File: src/rtl/serial_frame_pkg.sv
// rtl/serial_frame_pkg.sv - shared state type and defaults for the serial frame emitter
package serial_frame_pkg;

  typedef enum logic [2:0] {
    IDLE,
    SYNC,
    DATA,
    PARITY,
    GAP
  } tx_state_t;

  localparam int         DEF_CLK_DIV   = 4166667;
  localparam logic [7:0] DEF_SYNC_WORD = 8'hFF;

  function automatic int max3(input int a, input int b, input int c);
    int m;
    m = (a > b) ? a : b;
    return (m > c) ? m : c;
  endfunction

endpackage

File: src/rtl/serial_frame_tx_bit_tick_gen.sv
// rtl/serial_frame_tx_bit_tick_gen.sv - free-running divider producing one tick per bit period
module bit_tick_gen
  import serial_frame_pkg::*;
#(
  parameter int CLK_DIV = DEF_CLK_DIV
) (
  input  logic Clk,
  input  logic Rst_n,
  output logic tick
);

  localparam int CW = $clog2(CLK_DIV);

  logic [CW-1:0] cnt_q;

  assign tick = (cnt_q == CW'(CLK_DIV - 1));

  always_ff @(posedge Clk) begin
    if (!Rst_n) begin
      cnt_q <= '0;
    end else if (tick) begin
      cnt_q <= '0;
    end else begin
      cnt_q <= cnt_q + CW'(1);
    end
  end

endmodule

File: src/rtl/serial_frame_tx.sv
// rtl/serial_frame_tx.sv - framed LSB-first serial emitter with ADC sample-hold control
// Optional per-word even parity bit: define SERIAL_FRAME_TX_PARITY_EN.
module serial_frame_tx
  import serial_frame_pkg::*;
#(
  parameter int                DATA_W    = 8,
  parameter int                SYNC_W    = 8,
  parameter logic [SYNC_W-1:0] SYNC_WORD = SYNC_W'(DEF_SYNC_WORD),
  parameter int                CLK_DIV   = DEF_CLK_DIV,
  parameter int                WORDS     = 1,
  parameter int                GAP_BITS  = 0
) (
  input  logic              Clk,
  input  logic              Rst_n,
  input  logic              Enable,
  input  logic [DATA_W-1:0] in,
  output logic              Hold,
  output logic              Serial_Bit_Out,
  output logic              Busy,
  output logic              Frame_Start
);

  localparam int BCW = $clog2(max3(SYNC_W, DATA_W, GAP_BITS) + 1);
  localparam int WCW = (WORDS > 1) ? $clog2(WORDS) : 1;
  localparam int SHW = (SYNC_W > DATA_W) ? SYNC_W : DATA_W;

  logic           tick;
  tx_state_t      state_q, state_d;
  logic [BCW-1:0] bit_q, bit_d;
  logic [WCW-1:0] word_q, word_d;
  logic [SHW-1:0] sh_q, sh_d;
  logic           line_d, hold_d, busy_d, fs_d;
  logic           word_done, frame_done, load_word;
`ifdef SERIAL_FRAME_TX_PARITY_EN
  logic           par_q, par_d;
`endif

  bit_tick_gen #(.CLK_DIV(CLK_DIV)) u_tick (
    .Clk  (Clk),
    .Rst_n(Rst_n),
    .tick (tick)
  );

  always_ff @(posedge Clk) begin
    if (!Rst_n) begin
      state_q        <= IDLE;
      bit_q          <= '0;
      word_q         <= '0;
      sh_q           <= '0;
      Serial_Bit_Out <= 1'b0;
      Hold           <= 1'b0;
      Busy           <= 1'b0;
      Frame_Start    <= 1'b0;
`ifdef SERIAL_FRAME_TX_PARITY_EN
      par_q          <= 1'b0;
`endif
    end else begin
      state_q        <= state_d;
      bit_q          <= bit_d;
      word_q         <= word_d;
      sh_q           <= sh_d;
      Serial_Bit_Out <= line_d;
      Hold           <= hold_d;
      Busy           <= busy_d;
      Frame_Start    <= fs_d;
`ifdef SERIAL_FRAME_TX_PARITY_EN
      par_q          <= par_d;
`endif
    end
  end

  // Sync and data share one shift register; the transmitted bit is always its LSB.
  always_comb begin
    state_d    = state_q;
    bit_d      = bit_q;
    word_d     = word_q;
    sh_d       = sh_q;
    line_d     = Serial_Bit_Out;
    hold_d     = Hold;
    busy_d     = Busy;
    fs_d       = 1'b0;
    word_done  = 1'b0;
    frame_done = 1'b0;
    load_word  = 1'b0;
`ifdef SERIAL_FRAME_TX_PARITY_EN
    par_d      = par_q;
`endif
    if (tick) begin
      case (state_q)
        SYNC: begin
          if (bit_q == BCW'(SYNC_W - 1)) begin
            load_word = 1'b1;
            word_d    = '0;
          end else begin
            bit_d  = bit_q + BCW'(1);
            sh_d   = sh_q >> 1;
            line_d = sh_d[0];
            hold_d = (bit_d == BCW'(SYNC_W - 1));
          end
        end
        DATA: begin
          if (bit_q == BCW'(DATA_W - 1)) begin
`ifdef SERIAL_FRAME_TX_PARITY_EN
            state_d = PARITY;
            line_d  = par_q;
`else
            word_done = 1'b1;
`endif
          end else begin
            bit_d  = bit_q + BCW'(1);
            sh_d   = sh_q >> 1;
            line_d = sh_d[0];
          end
        end
`ifdef SERIAL_FRAME_TX_PARITY_EN
        PARITY: word_done = 1'b1;
`endif
        GAP: begin
          if (bit_q == BCW'(GAP_BITS - 1)) frame_done = 1'b1;
          else bit_d = bit_q + BCW'(1);
        end
        default: frame_done = 1'b1;
      endcase
    end

    if (word_done) begin
      if (int'(word_q) < WORDS - 1) begin
        load_word = 1'b1;
        word_d    = word_q + WCW'(1);
      end else if (GAP_BITS > 0) begin
        state_d = GAP;
        bit_d   = '0;
        line_d  = 1'b0;
        hold_d  = 1'b0;
      end else begin
        frame_done = 1'b1;
      end
    end

    if (load_word) begin
      state_d = DATA;
      bit_d   = '0;
      sh_d    = SHW'(in);
      line_d  = in[0];
      hold_d  = 1'b1;
`ifdef SERIAL_FRAME_TX_PARITY_EN
      par_d   = ^in;
`endif
    end

    // End of frame chains straight into the next sync word while Enable is held.
    if (frame_done) begin
      bit_d  = '0;
      word_d = '0;
      if (Enable) begin
        state_d = SYNC;
        sh_d    = SHW'(SYNC_WORD);
        line_d  = SYNC_WORD[0];
        hold_d  = (SYNC_W == 1);
        busy_d  = 1'b1;
        fs_d    = 1'b1;
      end else begin
        state_d = IDLE;
        line_d  = 1'b0;
        hold_d  = 1'b0;
        busy_d  = 1'b0;
      end
    end
  end

endmodule

File: config.mk
export PLATFORM = sky130hd
export DESIGN_NAME = serial_frame_tx
export DESIGN_NICKNAME = d
export VERILOG_FILES = /design/src/rtl/serial_frame_pkg.sv /design/src/rtl/serial_frame_tx_bit_tick_gen.sv /design/src/rtl/serial_frame_tx.sv
export SDC_FILE = /design/constraint.sdc
export NUM_CORES = 1
export LEC_CHECK = 0
export ABC_CLOCK_PERIOD_IN_PS = 4100
export BUFFER_PORTS_ARGS = -buffer_cell sky130_fd_sc_hd__buf_2
export CAP_MARGIN = 20
export CORE_MARGIN = 3
export CORE_UTILIZATION = 47
export DETAILED_ROUTE_END_ITERATION = 7
export PLACE_DENSITY = 0.74
export SLEW_MARGIN = 10
export SYNTH_ARGS = -nofsm -noshare
export SYNTH_HDL_FRONTEND = slang
export SYNTH_SLANG_ARGS = --single-unit
export TNS_END_PERCENT = 10
File: constraint.sdc
create_clock -name Clk -period 4.1 [get_ports Clk]
set_input_delay 0.41 -clock Clk [delete_from_list [all_inputs] [get_ports Clk]]
set_output_delay 0.41 -clock Clk [all_outputs]
set_load 0.02 [all_outputs]
# Word level (Yosys, flattened, before mapping)
# Index checks and enable logic that the tools add are counted.
# totals
register_bits,41
input_bits,11
out_inout_bits,4
wordCells,67
# op_classes
n_addsub,2
n_eq_ne,11
mux,31
bitwise,1
n_reduce_logical,14
# op_table
op,count
8-bit two-way mux,6
"22-bit by 1-bit adder with 22-bit output, second input constant",1
"22-bit equality test, second input constant",1
1-bit two-way mux,19
"4-bit by 3-bit equality test with 1-bit output, second input constant",2
4-bit two-way mux,2
4-bit case mux with 2 select lines,1
2-bit nonzero test,4
3-bit two-way mux,2
"2-bit inequality test, second input constant",3
3-bit AND reduction,2
3-bit nonzero test,2
2-bit OR reduction,3
"4-bit by 1-bit adder with 4-bit output, second input constant",1
"4-bit equality test, second input constant",1
4-bit AND reduction,1
"3-bit by 1-bit equality test with 1-bit output, second input constant",1
"3-bit by 2-bit equality test with 1-bit output, second input constant",1
"3-bit equality test, second input constant",1
"3-bit inequality test, second input constant",1
3-bit OR reduction,1
1-bit case mux with 2 select lines,1
2-bit AND reduction,1
1-bit NOT,1

# Depth between registers and ports, before layout
# logic_depth
depth_word,7
depth_mapped,8
depth_no_buf,7

# By module
# From an unflattened synthesis, not the netlist that was laid out.
# hier_totals
hier_cells,210
area_unflattened_um2,1956.9
# modules_own_cells
mod,n_inst,cells_per_inst,area_per_inst_um2,seq_area_each_um2
bit_tick_gen,1,116,1054.8,440.4
serial_frame_tx,1,94,902.1,340.3

# Least setup slack after synthesis
# OpenSTA, ideal clock, no wires.
# synth_path
path_kind,register to register
startpoint,register u_tick.cnt_q[9]
endpoint,register sh_q[7]
setup_ns,0.115
arrival_time_ns,1.875
t_required_ns,3.985
path_slack_ns,2.110
path_stages_with_launch,7
path_buffers,1
synth_period_minus_slack_ns,1.990
cell_sequence,dfxtp_1 -> or4b_1 -> nor4_4 -> nand3_2 -> buf_2 -> o211a_1 -> o21a_1
# synth_via
elab_chain_cells,5
elab_cells_between_ends,9
cone_classes,1 x eq/ne; 8 x mux
# synth_lines
element,line,rtl
start: declaration,serial_frame_tx_bit_tick_gen.sv:14,logic [CW-1:0] cnt_q;
start signal: assignment,serial_frame_tx_bit_tick_gen.sv:24,cnt_q <= cnt_q + CW'(1);
22-bit equality test *,serial_frame_tx_bit_tick_gen.sv:16,assign tick = (cnt_q == CW'(CLK_DIV - 1));
8-bit two-way mux or 1-bit two-way mux (tied branches),serial_frame_tx.sv:88,if (tick) begin
8-bit two-way mux,serial_frame_tx.sv:140,if (load_word) begin
8-bit two-way mux,serial_frame_tx.sv:155,if (Enable) begin
8-bit two-way mux *,serial_frame_tx.sv:152,if (frame_done) begin
end signal: assignment,serial_frame_tx.sv:49,sh_q <= '0;
end signal: assignment,serial_frame_tx.sv:61,sh_q <= sh_d;
end: declaration,serial_frame_tx.sv:31,"logic [SHW-1:0] sh_q, sh_d;"
# Every way passes the cells marked *; elsewhere a longest branch is shown, timed or not.
# A chain may end at the register's enable or synchronous reset.

# Final worst setup path
# layout_path
startpoint,register u_tick.cnt_q[3]
endpoint,register u_tick.cnt_q[21]
# layout_via
elab_chain_cells,2
elab_cells_between_ends,3
cone_classes,1 x add/sub; 1 x eq/ne; 1 x reduce/logical
# layout_lines
element
branches (longest 2 deep; another with 22-bit by 1-bit adder with 22-bit output)
# Several ways; the timed one is not identified.

==> flow_summary.ini <==
[finish]
area_delta_synth_final_pct = 10.2
finish.utilization_pct = 54.7
multi_input_area_sq_um = 1020
diodes = 0
nets = 244
seq_area_sq_um = 781
fillers = 381
drive_gt1_share_pct = 13.2

[sta]
hold_viol_final = 0
period_needed_ps = 2460
final-setup-viol-count = 0
setup_tns_ps = 0
relSlewSlack_pct = 52.7
worst_pin_slew_ps = 708
post-route-period-util_pct = 59.9
fin_skew_ps = 6.39
drv_slew = 0
worst_slack_ps = 1640
rsz0062_at_grt = false
fmax_mhz = 407

[setup_path]
endpoint_kind = flip-flop
start_kind = flip-flop
crit_fanout = 22
cp_data_arrival_time_ps = 2610
path_class = flip-flop to flip-flop
required_ps = 4250

[place]
dp_hpwl_mm = 2.40
pre_cts_slack_ps = 1630
port_buffers = 14
routabilityCongestion = 0.856

[clock_network]
cts-root-buf = clkbuf_8
post-cts-setup-buffers = 0
clk_pin_slew_ps = 70
cts.sink_count = 39
clk_latency_ps = 290
cts.path.max_buffers = 2
hold_buffers = 0
cts_tree = done
numCtsBuffers = 5
htreeDepth = 2
cts_resized = 0

[die]
core_sq_um = 3740
die_h_microns = 68.9
io_pins = 15
die_area_sq_um = 4740
chipWidth_microns = 68.9
row_count = 22
start_util_pct = 49.6

[synthesis]
avgSynthCellArea_sq_um = 8.80
synth_seq_cells = 39
synth.distinct_cells = 38
syn_nets = 228
synth_cells = 211
yosysWarningCount = 0
synth_area_sq_um = 1860
ys_seq_area_share_pct = 42.0

[global_routing]
grt_pass1_vias = 1223
grt_pass1_wl_mm = 5.35
antenna_found_initial = 0
grt_max_degree = 23
grt.total_usage_pct = 15.2
grt.overflow.total = 0

[route]
vias_per_cell = 5.25
routed_wl_mm = 3.28
drc_errors = 0
drtPass1Iterations = 4
vias = 1443
drtIter0Drc = 65
ant_nets = 0
wire_per_inst_microns = 11.9

[power]
vdd_ir_drop_max_mv = 0.181
p_per_area_nw_per_um2 = 321
leakage_nw = 0.794

[run]
cap_violations = 0

[outcome]
status = finished, final reports clean

[hold_path]
min_path_type = input pin to flip-flop
-- cells by family after synthesis --
logic type	share of synthesized area, %
AND/OR/NAND/NOR	26.7
buffers and inverters	2.90
adder cells (fa/ha/maj)	4.04
multiplexers	4.38
AO/OA/AOI/OAI	9.57
flip-flops	42.0
XOR/XNOR	10.4
-- per-stage QoR --
step,hold slack (ps),power (mW),instance area (sq um),cells
detailed placement,476,0.411,1960,268
floorplan,441,0.404,1860,211
global route,421,0.682,2050,275
CTS,396,0.666,2050,275
global placement,467,0.411,1960,268
finish,405,0.658,2050,275
-- layout make-up --
class	instances	share of cell area [%]
clock buffer	6	4.03
clock inverter	1	0.244
inverter	7	1.28
multi-input combinational	160	49.9
sequential	39	38.1
tap	48	2.93
timing repair buffer	14	3.42
-- report_power, final --
| group | total [mW] | internal, mW | switching (mW) |
|---|---|---|---|
| Clock | 0.255 | 0.132 | 0.124 |
| Combinational | 0.0182 | 0.00764 | 0.0105 |
| Sequential | 0.384 | 0.381 | 0.00308 |
-- flip-flops by register name, indices dropped and copies added, names as in the netlist --
name            cells
sh_q                7
u_tick.cnt_q       22
Hold                1
Busy                1
bit_q               4
Frame_Start         1
Serial_Bit_Out      1
state_q             2
-- metal layers --
metal | GRT usage [%] | share of wire [%] | wire length [microns]
met1 | 19.9 | 51 | 1680
met2 | 22.6 | 44 | 1450
met3 | 5.35 | 2.8 | 92
met4 | 6.08 | 1.9 | 62
met5 | 0 | 0 | 0
-- cell usage after synthesis --
| cell | instances | area [sq um] |
|---|---|---|
| clkbuf_1 | 2 | 7.51 |
| o211a_1 | 2 | 20.0 |
| mux2i_1 | 7 | 70.1 |
| and3_1 | 4 | 25.0 |
| xor2_1 | 6 | 52.6 |
| buf_2 | 1 | 5.00 |
| nand2_1 | 13 | 48.8 |
| o21a_1 | 2 | 15.0 |
| dfxtp_1 | 39 | 781 |
| nand4b_1 | 1 | 8.76 |
| xnor2_1 | 16 | 140 |
| nor4_1 | 2 | 12.5 |
| nand3_1 | 9 | 45.0 |
| o21ai_2 | 1 | 8.76 |
| and3b_1 | 1 | 8.76 |
| a21boi_0 | 1 | 7.51 |
| o21bai_1 | 1 | 7.51 |
| and4b_1 | 1 | 10.0 |
| nor3b_2 | 1 | 12.5 |
| inv_1 | 7 | 26.3 |
| mux2_2 | 1 | 11.3 |
| or4bb_1 | 1 | 11.3 |
| nor2b_1 | 1 | 6.26 |
| o21ai_0 | 11 | 55.1 |
| nand3_2 | 1 | 10.0 |
| o2111ai_1 | 1 | 8.76 |
| nor2_1 | 35 | 131 |
| or2_2 | 4 | 25.0 |
| buf_4 | 2 | 15.0 |
| or4b_1 | 2 | 20.0 |
| a21oi_1 | 11 | 55.1 |
| or3_1 | 1 | 6.26 |
| nor3_1 | 7 | 35.0 |
| nand3b_1 | 1 | 7.51 |
| nand4_1 | 6 | 37.5 |
| ha_1 | 6 | 75.1 |
| nor4_4 | 1 | 21.3 |
| and2_1 | 2 | 12.5 |
-- layout by cell type, fill, tap and decap left out, drive strengths merged, types with 3 or more instances in the layout --
| cell type | netlist | final |
|---|---|---|
| a21oi | 11 | 11 |
| xor2 | 6 | 6 |
| buf | 3 | 14 |
| and3 | 4 | 4 |
| o21ai | 12 | 12 |
| nor2 | 35 | 35 |
| dfxtp | 39 | 39 |
| or2 | 4 | 4 |
| mux2i | 7 | 7 |
| clkbuf | 2 | 6 |
| inv | 7 | 7 |
| nor4 | 3 | 3 |
| nor3 | 7 | 7 |
| nand2 | 13 | 13 |
| nand3 | 10 | 10 |
| nand4 | 6 | 6 |
| ha | 6 | 6 |
| xnor2 | 16 | 16 |
-- worst paths after layout --
| check | depth (start not counted) | slack (ps) | from | endpoint |
|---|---|---|---|---|
| min reg2reg | 2 | 480 | Serial_Bit_Out | Serial_Bit_Out |
| max reg2reg | 5 | 1640 | u_tick.cnt_q[3] | u_tick.cnt_q[21] |
| max | 5 | 1640 | u_tick.cnt_q[3] | u_tick.cnt_q[21] |
| min | 3 | 410 | in[2] | sh_q[2] |
-- critical path, cell delays in order (launching register included) --
cell     delay, ps
dfxtp_1        390
or4bb_1        550
nor4_4         410
nand2_1        240
nand2_1        600
nor2_1         120
No activity file was read; power rests on OpenSTA's default activity.
